===== src/rtl/mioc_pkg.sv =====
// Shared types and constants for the MIOC DRAM strobe sequencer.
// Holds FSM states, BANK_SEL encodings and strobe reset levels.
package mioc_pkg;

  typedef enum logic [2:0] {
    IDLE,
    ROW,
    COL,
    ACTIVE,
    RFSH,
    PRECHARGE
  } dram_state_t;

  localparam logic [1:0] BANK_NONE = 2'b00;
  localparam logic [1:0] BANK_1    = 2'b01;
  localparam logic [1:0] BANK_2    = 2'b10;

  localparam logic RAS_N_RST  = 1'b1;
  localparam logic MUX_RST    = 1'b0;
  localparam logic CAS_N_RST  = 1'b1;
  localparam logic RA7_RST    = 1'b0;
  localparam logic WAIT_N_RST = 1'b1;

  // The illegal code 11 selects no RAM, same as ROM/unmapped.
  function automatic logic [1:0] bank_norm(input logic [1:0] sel);
    return (sel == 2'b11) ? BANK_NONE : sel;
  endfunction

endpackage


===== src/rtl/dram_refresh_ctr.sv =====
// Refresh row counter: wraps at ROWS-1 and flips tog on each wrap.
// tog drives RA7 so successive refresh sweeps cover both row halves.
module dram_refresh_ctr
  import mioc_pkg::*;
#(
  parameter int ROWS = 128
) (
  input  logic clk,
  input  logic rst,
  input  logic en,
  output logic tog
);

  localparam int W = (ROWS > 2) ? $clog2(ROWS) : 1;
  localparam logic [W-1:0] LAST = W'(ROWS - 1);

  logic [W-1:0] cnt;

  // Advance once per finished refresh; toggle the MSB on wrap.
  always_ff @(posedge clk or posedge rst) begin
    if (rst) begin
      cnt <= '0;
      tog <= RA7_RST;
    end else if (en) begin
      if (cnt == LAST) begin
        cnt <= '0;
        tog <= ~tog;
      end else begin
        cnt <= cnt + 1'b1;
      end
    end
  end

endmodule


===== src/rtl/dram_timing_gen.sv =====
// DRAM strobe sequencer: RAS/MUX/CAS, precharge hold-off and refresh.
// Define RA7_REFRESH_EN to build the refresh counter that drives RA7.
module dram_timing_gen
  import mioc_pkg::*;
#(
  parameter int PRECHARGE_CYCLES = 1,
  parameter int REFRESH_ROWS     = 128
) (
  input  logic       B_PHI,
  input  logic       RST,
  input  logic       BMREQ_N,
  input  logic       BRD_N,
  input  logic       N_BWR,
  input  logic       BRFSH_N,
  input  logic [1:0] BANK_SEL,
  output logic       RAS_N,
  output logic       MUX,
  output logic       CAS1_N,
  output logic       CAS2_N,
  output logic       RA7,
  output logic       WAIT_N
);

  if (PRECHARGE_CYCLES < 1 || PRECHARGE_CYCLES > 7 ||
      REFRESH_ROWS < 2 || REFRESH_ROWS > 256 ||
      (REFRESH_ROWS & (REFRESH_ROWS - 1)) != 0) begin : g_bad_params
    $error("dram_timing_gen: illegal parameter value");
  end

  localparam logic [2:0] PC_LAST = 3'(PRECHARGE_CYCLES);

  dram_state_t state_q, state_d;
  logic [1:0]  bank_q, bank_d;
  logic [1:0]  pbank_q, pbank_d;
  logic        pend_q, pend_d;
  logic        prf_q, prf_d;
  logic [2:0]  pc_q, pc_d;

  logic        req_any, req_rf, req_mem;
  logic [1:0]  bank_in;
  logic        ras_d, mux_d, cas1_d, cas2_d, wait_d;

  assign req_any = !BMREQ_N && (!BRD_N || !N_BWR || !BRFSH_N);
  assign req_rf  = req_any && !BRFSH_N;
  assign req_mem = req_any && BRFSH_N;
  assign bank_in = bank_norm(BANK_SEL);

  // Sequencer state, latched bank and pending-request latch.
  always_ff @(posedge B_PHI or posedge RST) begin
    if (RST) begin
      state_q <= IDLE;
      bank_q  <= BANK_NONE;
      pbank_q <= BANK_NONE;
      pend_q  <= 1'b0;
      prf_q   <= 1'b0;
      pc_q    <= '0;
    end else begin
      state_q <= state_d;
      bank_q  <= bank_d;
      pbank_q <= pbank_d;
      pend_q  <= pend_d;
      prf_q   <= prf_d;
      pc_q    <= pc_d;
    end
  end

  // Next state; the edge leaving PRECHARGE consults only the latch.
  always_comb begin
    state_d = state_q;
    bank_d  = bank_q;
    pbank_d = pbank_q;
    pend_d  = pend_q;
    prf_d   = prf_q;
    pc_d    = pc_q;
    unique case (state_q)
      IDLE: begin
        if (req_rf) begin
          state_d = RFSH;
        end else if (req_mem) begin
          state_d = ROW;
          bank_d  = bank_in;
        end
      end
      ROW: state_d = COL;
      COL: state_d = ACTIVE;
      ACTIVE, RFSH: begin
        if (BMREQ_N) begin
          state_d = PRECHARGE;
          pc_d    = '0;
        end
      end
      PRECHARGE: begin
        if (pc_q == PC_LAST) begin
          pend_d = 1'b0;
          if (pend_q) begin
            state_d = prf_q ? RFSH : ROW;
            bank_d  = pbank_q;
          end else begin
            state_d = IDLE;
          end
        end else begin
          pc_d = pc_q + 3'd1;
          if (!pend_q && req_any) begin
            pend_d  = 1'b1;
            prf_d   = req_rf;
            pbank_d = bank_in;
          end
        end
      end
      default: state_d = IDLE;
    endcase
  end

  // Strobe levels for the current state, registered one edge later.
  always_comb begin
    ras_d  = !(state_q inside {ROW, COL, ACTIVE, RFSH});
    mux_d  = state_q inside {COL, ACTIVE};
    cas1_d = !(state_q == ACTIVE && bank_q == BANK_1);
    cas2_d = !(state_q == ACTIVE && bank_q == BANK_2);
    wait_d = !(state_q == PRECHARGE && pend_q);
  end

  // Output registers; reset releases every strobe at once.
  always_ff @(posedge B_PHI or posedge RST) begin
    if (RST) begin
      RAS_N  <= RAS_N_RST;
      MUX    <= MUX_RST;
      CAS1_N <= CAS_N_RST;
      CAS2_N <= CAS_N_RST;
      WAIT_N <= WAIT_N_RST;
    end else begin
      RAS_N  <= ras_d;
      MUX    <= mux_d;
      CAS1_N <= cas1_d;
      CAS2_N <= cas2_d;
      WAIT_N <= wait_d;
    end
  end

`ifdef RA7_REFRESH_EN
  logic rfsh_adv;

  assign rfsh_adv = (state_q == RFSH) && BMREQ_N;

  dram_refresh_ctr #(
    .ROWS (REFRESH_ROWS)
  ) u_refresh_ctr (
    .clk (B_PHI),
    .rst (RST),
    .en  (rfsh_adv),
    .tog (RA7)
  );
`else
  assign RA7 = RA7_RST;
`endif

endmodule


===== config.mk =====
export PLATFORM = sky130hd
export DESIGN_NAME = dram_timing_gen
export DESIGN_NICKNAME = d
export VERILOG_FILES = /design/src/rtl/mioc_pkg.sv /design/src/rtl/dram_refresh_ctr.sv /design/src/rtl/dram_timing_gen.sv
export SDC_FILE = /design/constraint.sdc
export NUM_CORES = 1
export LEC_CHECK = 0
export BUFFER_PORTS_ARGS = -buffer_cell sky130_fd_sc_hd__buf_2
export CAP_MARGIN = 20
export CORE_MARGIN = 3
export CORE_UTILIZATION = 45
export CTS_BUF_LIST = sky130_fd_sc_hd__clkbuf_16
export CTS_CLUSTER_SIZE = 10
export DETAILED_ROUTE_END_ITERATION = 8
export GPL_ROUTABILITY_DRIVEN = 0
export PLACE_DENSITY_LB_ADDON = 0.12
export SKIP_LAST_GASP = 1
export SYNTH_ARGS = -nofsm -noshare
export SYNTH_HDL_FRONTEND = slang
export SYNTH_HIERARCHICAL = 1
export SYNTH_SLANG_ARGS = --single-unit

===== constraint.sdc =====
create_clock -name B_PHI -period 1.7 [get_ports B_PHI]
set_input_delay 0.085 -clock B_PHI [delete_from_list [all_inputs] [get_ports B_PHI]]
set_output_delay 0.085 -clock B_PHI [all_outputs]
set_load 0.02 [all_outputs]

* After elaboration in Yosys (flattened, before gate mapping)
Index checks and enable logic that the tools add are counted.
** Cells by class
- $add $sub $neg :: 1
- Eq/ne operators :: 16
- Mux-type cells :: 18
- Bitwise gates (word level) :: 1
- Reduce and logical (&&, ||, !) cells :: 30
** Operators by type and width (number)
- 3-bit 2-to-1 mux :: 8
- 3-bit one-hot mux with 5 select lines :: 1
- 2-bit != test (second input constant) :: 6
- 2-bit 2-to-1 mux :: 5
- 1-bit logical NOT :: 9
- 3-bit AND reduction :: 3
- 2-bit nonzero test :: 4
- 1-bit logical AND :: 7
- 3-bit by 1-bit == test with 1-bit output (second input constant) :: 2
- 3-bit by 2-bit == test with 1-bit output (second input constant) :: 2
- 3-bit == test (second input constant) :: 2
- 3-bit one-hot mux with 2 select lines :: 1
- 5-bit AND reduction :: 1
- 2-bit == test (second input constant) :: 2
- 2-bit one-hot mux with 2 select lines :: 1
- 4-bit nonzero test :: 1
- 3-bit by 1-bit adder with 3-bit output (second input constant) :: 1
- 3-bit logical NOT :: 1
- 3-bit != test (second input constant) :: 1
- 2-bit by 1-bit == test with 1-bit output (second input constant) :: 1
- 1-bit logical OR :: 2
- 1-bit 2-to-1 mux :: 2
- 2-bit AND reduction :: 1
- 2-bit OR reduction :: 1
- 1-bit inverter :: 1
** Word-level totals
- Flip-flop bits (word level) :: 17
- Output and inout port bits :: 6

* Logic depth before layout (Yosys ltp)
- Depth after elaboration :: 8
- Mapped depth :: 6
- Gate-level depth less buffers :: 6

* Worst setup path before layout
Ideal clock, no wire load.
- Path kind :: register -> register
- Start :: register pc_q[0]
- End :: register pbank_q[1]
- Setup time :: 0.125 ns
- Arrival :: 1.532 ns
- Data required time :: 1.575 ns
- Slack :: 0.042 ns
- Cell stages (with the launch flop) :: 6
- Clock period less this slack :: 1.658 ns
- Cells stage by stage :: dfrtp_1 > ha_1 > or2b_2 > nand2_4 > or3_4 > mux2_4
** On the way
- Cells in the longest elaborated chain, start to end :: 3
** RTL lines
- start, declared :: line dram_timing_gen.sv:37 : logic [2:0] pc_q, pc_d;
- start signal, assigned :: line dram_timing_gen.sv:63 : pc_q <= pc_d;
- 3-bit by 1-bit == test with 1-bit output :: line dram_timing_gen.sv:93 : if (pc_q == PC_LAST) begin
- 1-bit inverter (no line)
- 3-bit AND reduction (no line)
- end signal, assigned :: line dram_timing_gen.sv:60 : pbank_q <= pbank_d;
- end, declared :: line dram_timing_gen.sv:34 : logic [1:0] pbank_q, pbank_d;
No other way between the ends.
A chain may end at the register's enable or synchronous reset.

* Worst setup path after layout
- Start :: register pc_q[1]
- End :: register pbank_q[1]
The elaborated chain is that of the path after synthesis.

==> impl_metrics.py <==
metrics = {
    "layout": {
        "layout_common_cells": "dfrtp_1, buf_2, buf_4, nor2_1",
        "final_nets": 121,
        "final_common_cell": "dfrtp_1",
        "area_delta_synth_final_pct": 27.1,
        "diodes": 0,
        "drive_above_1_share": 0.373,
        "fin_util": 0.633,
        "fin_area_um2": 1140,
    },
    "place": {
        "dpl.hpwl_um": 1310,
        "portBuffers": 12,
        "place_area_um2": 1030,
        "dp_slack_ns": 0.0216,
    },
    "floorplan": {
        "die_h_um": 50.7,
        "ioPinCount": 14,
        "start_util": 0.498,
        "die-area_um2": 2570,
        "coreArea_um2": 1800,
        "die_w_um": 50.7,
        "num_rows": 15,
    },
    "yosys": {
        "synth_cell_type_count": 39,
        "synth_fa_ha_area_frac": 0.0279,
        "ys_async_sr_fraction": 1.00,
        "synthesis.area_um2": 897,
        "synthCells": 87,
        "avgSynthCellArea_um2": 10.3,
        "muxShareOfSynthArea": 0.0795,
        "synthesis.nets": 97,
        "yosys.area_share.simple": 0.191,
        "synth_ff_type": "dfrtp_1",
        "yosysWarnings": 6,
        "ys_seq_area_frac": 0.480,
        "ys_seq_elements": 17,
        "synth_top_family_by_area": "simple AND/OR/NAND/NOR gates",
        "synth-compound-area-share": 0.153,
        "synthXorXnorAreaFrac": 0.00976,
        "synth-edff-count": 0,
    },
    "global_route": {
        "grt_overflow": 0,
        "grt_antenna_before_repair": 0,
        "grt_pass1_vias": 621,
        "grt_max_degree": 18,
        "grt_util_all_layers": 0.149,
        "grt_pass1_wl_um": 2790,
    },
    "pwr": {
        "power_frac_clock": 0.229,
        "p_sw_uw": 679,
        "combPwrFrac": 0.437,
        "p_int_mw": 1.32,
        "cellPowerDensity_nw_per_um2": 1750,
        "seq_power_share": 0.334,
        "leakagePower_nw": 0.552,
        "p_sw_frac": 0.340,
        "ir_drop_v": 0.000966,
    },
    "clock_tree": {
        "clock_latency_ns": 0.25,
        "clkSinkCount": 17,
        "htreeDepth": 1,
        "path_clk_slew_ns": 0.05,
        "clockBufferDepth": 2,
        "numCtsBuffers": 3,
        "clockRootBuffer": "clkbuf_16",
        "cts_tree": "done",
    },
    "setup_path": {
        "crit_type": "reg -> reg",
        "worstSetupEndpoint": "pbank_q[1]",
        "cp_slowest_cell": "dfrtp_1",
        "required_ns": 1.83,
        "critical_path.top_delay_family": "simple AND/OR/NAND/NOR gates",
        "cp_slowest_stage_delay_ns": 0.36,
        "worstPathCellList": "inv_1, ha_1, or2b_4, nand2_4, or3_4, mux2_4",
        "endpoint_kind": "register",
        "startpoint": "pc_q[1]",
        "worstPathArrival_ns": 1.78,
        "cp_num_buf_inv": 1,
        "worstReg2RegEnd": "pbank_q[1]",
        "r2r_cells": 6,
        "r2r_start": "pc_q[1]",
        "crit_fanout": 3,
        "worstSetupPathDepth": 6,
        "start_kind": "register",
        "r2r_setup_slack_ns": 0.05,
    },
    "route": {
        "drt-initial-drc-count": 7,
        "dr_total_vias": 669,
        "vias_per_cell": 4.96,
        "drtAntennaViolNets": 0,
        "drc_errors": 0,
        "wl_per_cell_um": 12.8,
        "routed_wl_um": 1730,
        "drtPass1Iterations": 4,
    },
    "sta": {
        "setup_viol_count_final": 0,
        "worstMarginPinSlew_ns": 0.650,
        "skew_ns": 0.00139,
        "fin_setup_tns_ns": 0,
        "finalMaxSlewViolations": 0,
        "min_period_ns": 1.65,
        "fmax_ghz": 0.606,
        "setup_slack_ns": 0.0494,
        "period_share": 0.971,
        "hold_violations": 0,
        "slew_headroom": 0.566,
    },
    "worst_hold_path": {
        "worstHoldPathType": "in -> reg",
    },
    "job": {
        "drv_cap": 0,
    },
    "outcome": {
        "status": "finished, final reports clean",
    },
}
-- state kept, by name, indices dropped and copies added, names as in the netlist --
register,count
CAS1_N,1
CAS2_N,1
MUX,1
RAS_N,1
WAIT_N,1
bank_q,2
pbank_q,2
pc_q,3
pend_q,1
prf_q,1
state_q,3
-- worst reg2reg max path, delay by kind of cell (launching register included) --
| kind | cells | cell delay (ns) |
|---|---|---|
| adder cells (fa/ha/maj) | 1 | 0.18 |
| buffers and inverters | 1 | 0.05 |
| flip-flops | 1 | 0.36 |
| multiplexers | 1 | 0.31 |
| AND/OR/NAND/NOR | 3 | 0.63 |
-- routing by layer --
metal | vias to the layer above | track usage | part of all wire
li1 | 349 | - | -
met1 | 302 | 0.198 | 0.46
met2 | 16 | 0.235 | 0.48
met3 | 2 | 0.0267 | 0.040
met4 | 0 | 0.0673 | 0.013
met5 | - | 0 | 0
-- synthesized netlist by cell type (3+ instances only) --
| cell | count | area share |
|---|---|---|
| dfrtp_1 | 13 | 0.36 |
| nor2_1 | 8 | 0.033 |
| o21ai_0 | 7 | 0.039 |
| inv_1 | 6 | 0.025 |
| nand2_1 | 6 | 0.025 |
| dfstp_2 | 4 | 0.12 |
| mux2i_1 | 3 | 0.033 |
-- worst min path at each step --
stage                startpoint    endpoint  slack [ns]  depth (start not counted)
floorplan                   RST         MUX       0.008                          1
global placement            RST     pc_q[1]        0.20                          2
detailed placement          RST     pc_q[1]        0.21                          2
CTS                 BANK_SEL[0]  pbank_q[0]        0.15                          3
global route        BANK_SEL[0]  pbank_q[0]        0.17                          3
finish              BANK_SEL[0]  pbank_q[0]        0.15                          3
-- kinds of logic (layout without fill, tap and decap cells) --
logic type	count (synthesis)	in the layout
adder cells (fa/ha/maj)	2	2
flip-flops	17	17
AO/OA/AOI/OAI	20	20
AND/OR/NAND/NOR	30	30
buffers and inverters	10	33
other	1	1
multiplexers	6	6
XOR/XNOR	1	1
-- final cells by class --
cell class | instances | area [µm²]
clock buffers | 3 | 75.1
clock inverters | 1 | 3.75
fillers | 152 | 662
inverters | 6 | 22.5
multi-input cells | 60 | 432
flip-flops and latches | 17 | 430
well taps | 25 | 31.3
repair buffers | 23 | 145
-- stage by stage --
stage / power [mW] / std cells / hold slack [ns]
global route: 2.14 / 135 / 0.173
finish: 2.00 / 135 / 0.147
floorplan: 1.21 / 87 / 0.00815
global placement: 1.49 / 129 / 0.197
detailed placement: 1.50 / 129 / 0.207
CTS: 1.97 / 134 / 0.154
-- power groups by stage --
| stage | combinational [mW] | sequential (mW) | clock, mW |
|---|---|---|---|
| after global placement | 0.824 | 0.667 | 0 |
| after detailed placement | 0.830 | 0.673 | 0 |
| final | 0.873 | 0.668 | 0.458 |
| after floorplan | 0.484 | 0.724 | 0 |
| after global routing | 0.959 | 0.684 | 0.493 |
| after CTS | 0.835 | 0.668 | 0.471 |
-- repair_timing --
| action | CTS | global route |
|---|---|---|
| endpoints found under the hold margin | 13 | 0 |
| hold buffers | 1 | 0 |
| gates resized for setup | 0 | 3 |
| setup endpoints to repair | 0 | 5 |
| setup buffers | 0 | 1 |
No activity file was read; power rests on OpenSTA's default activity.
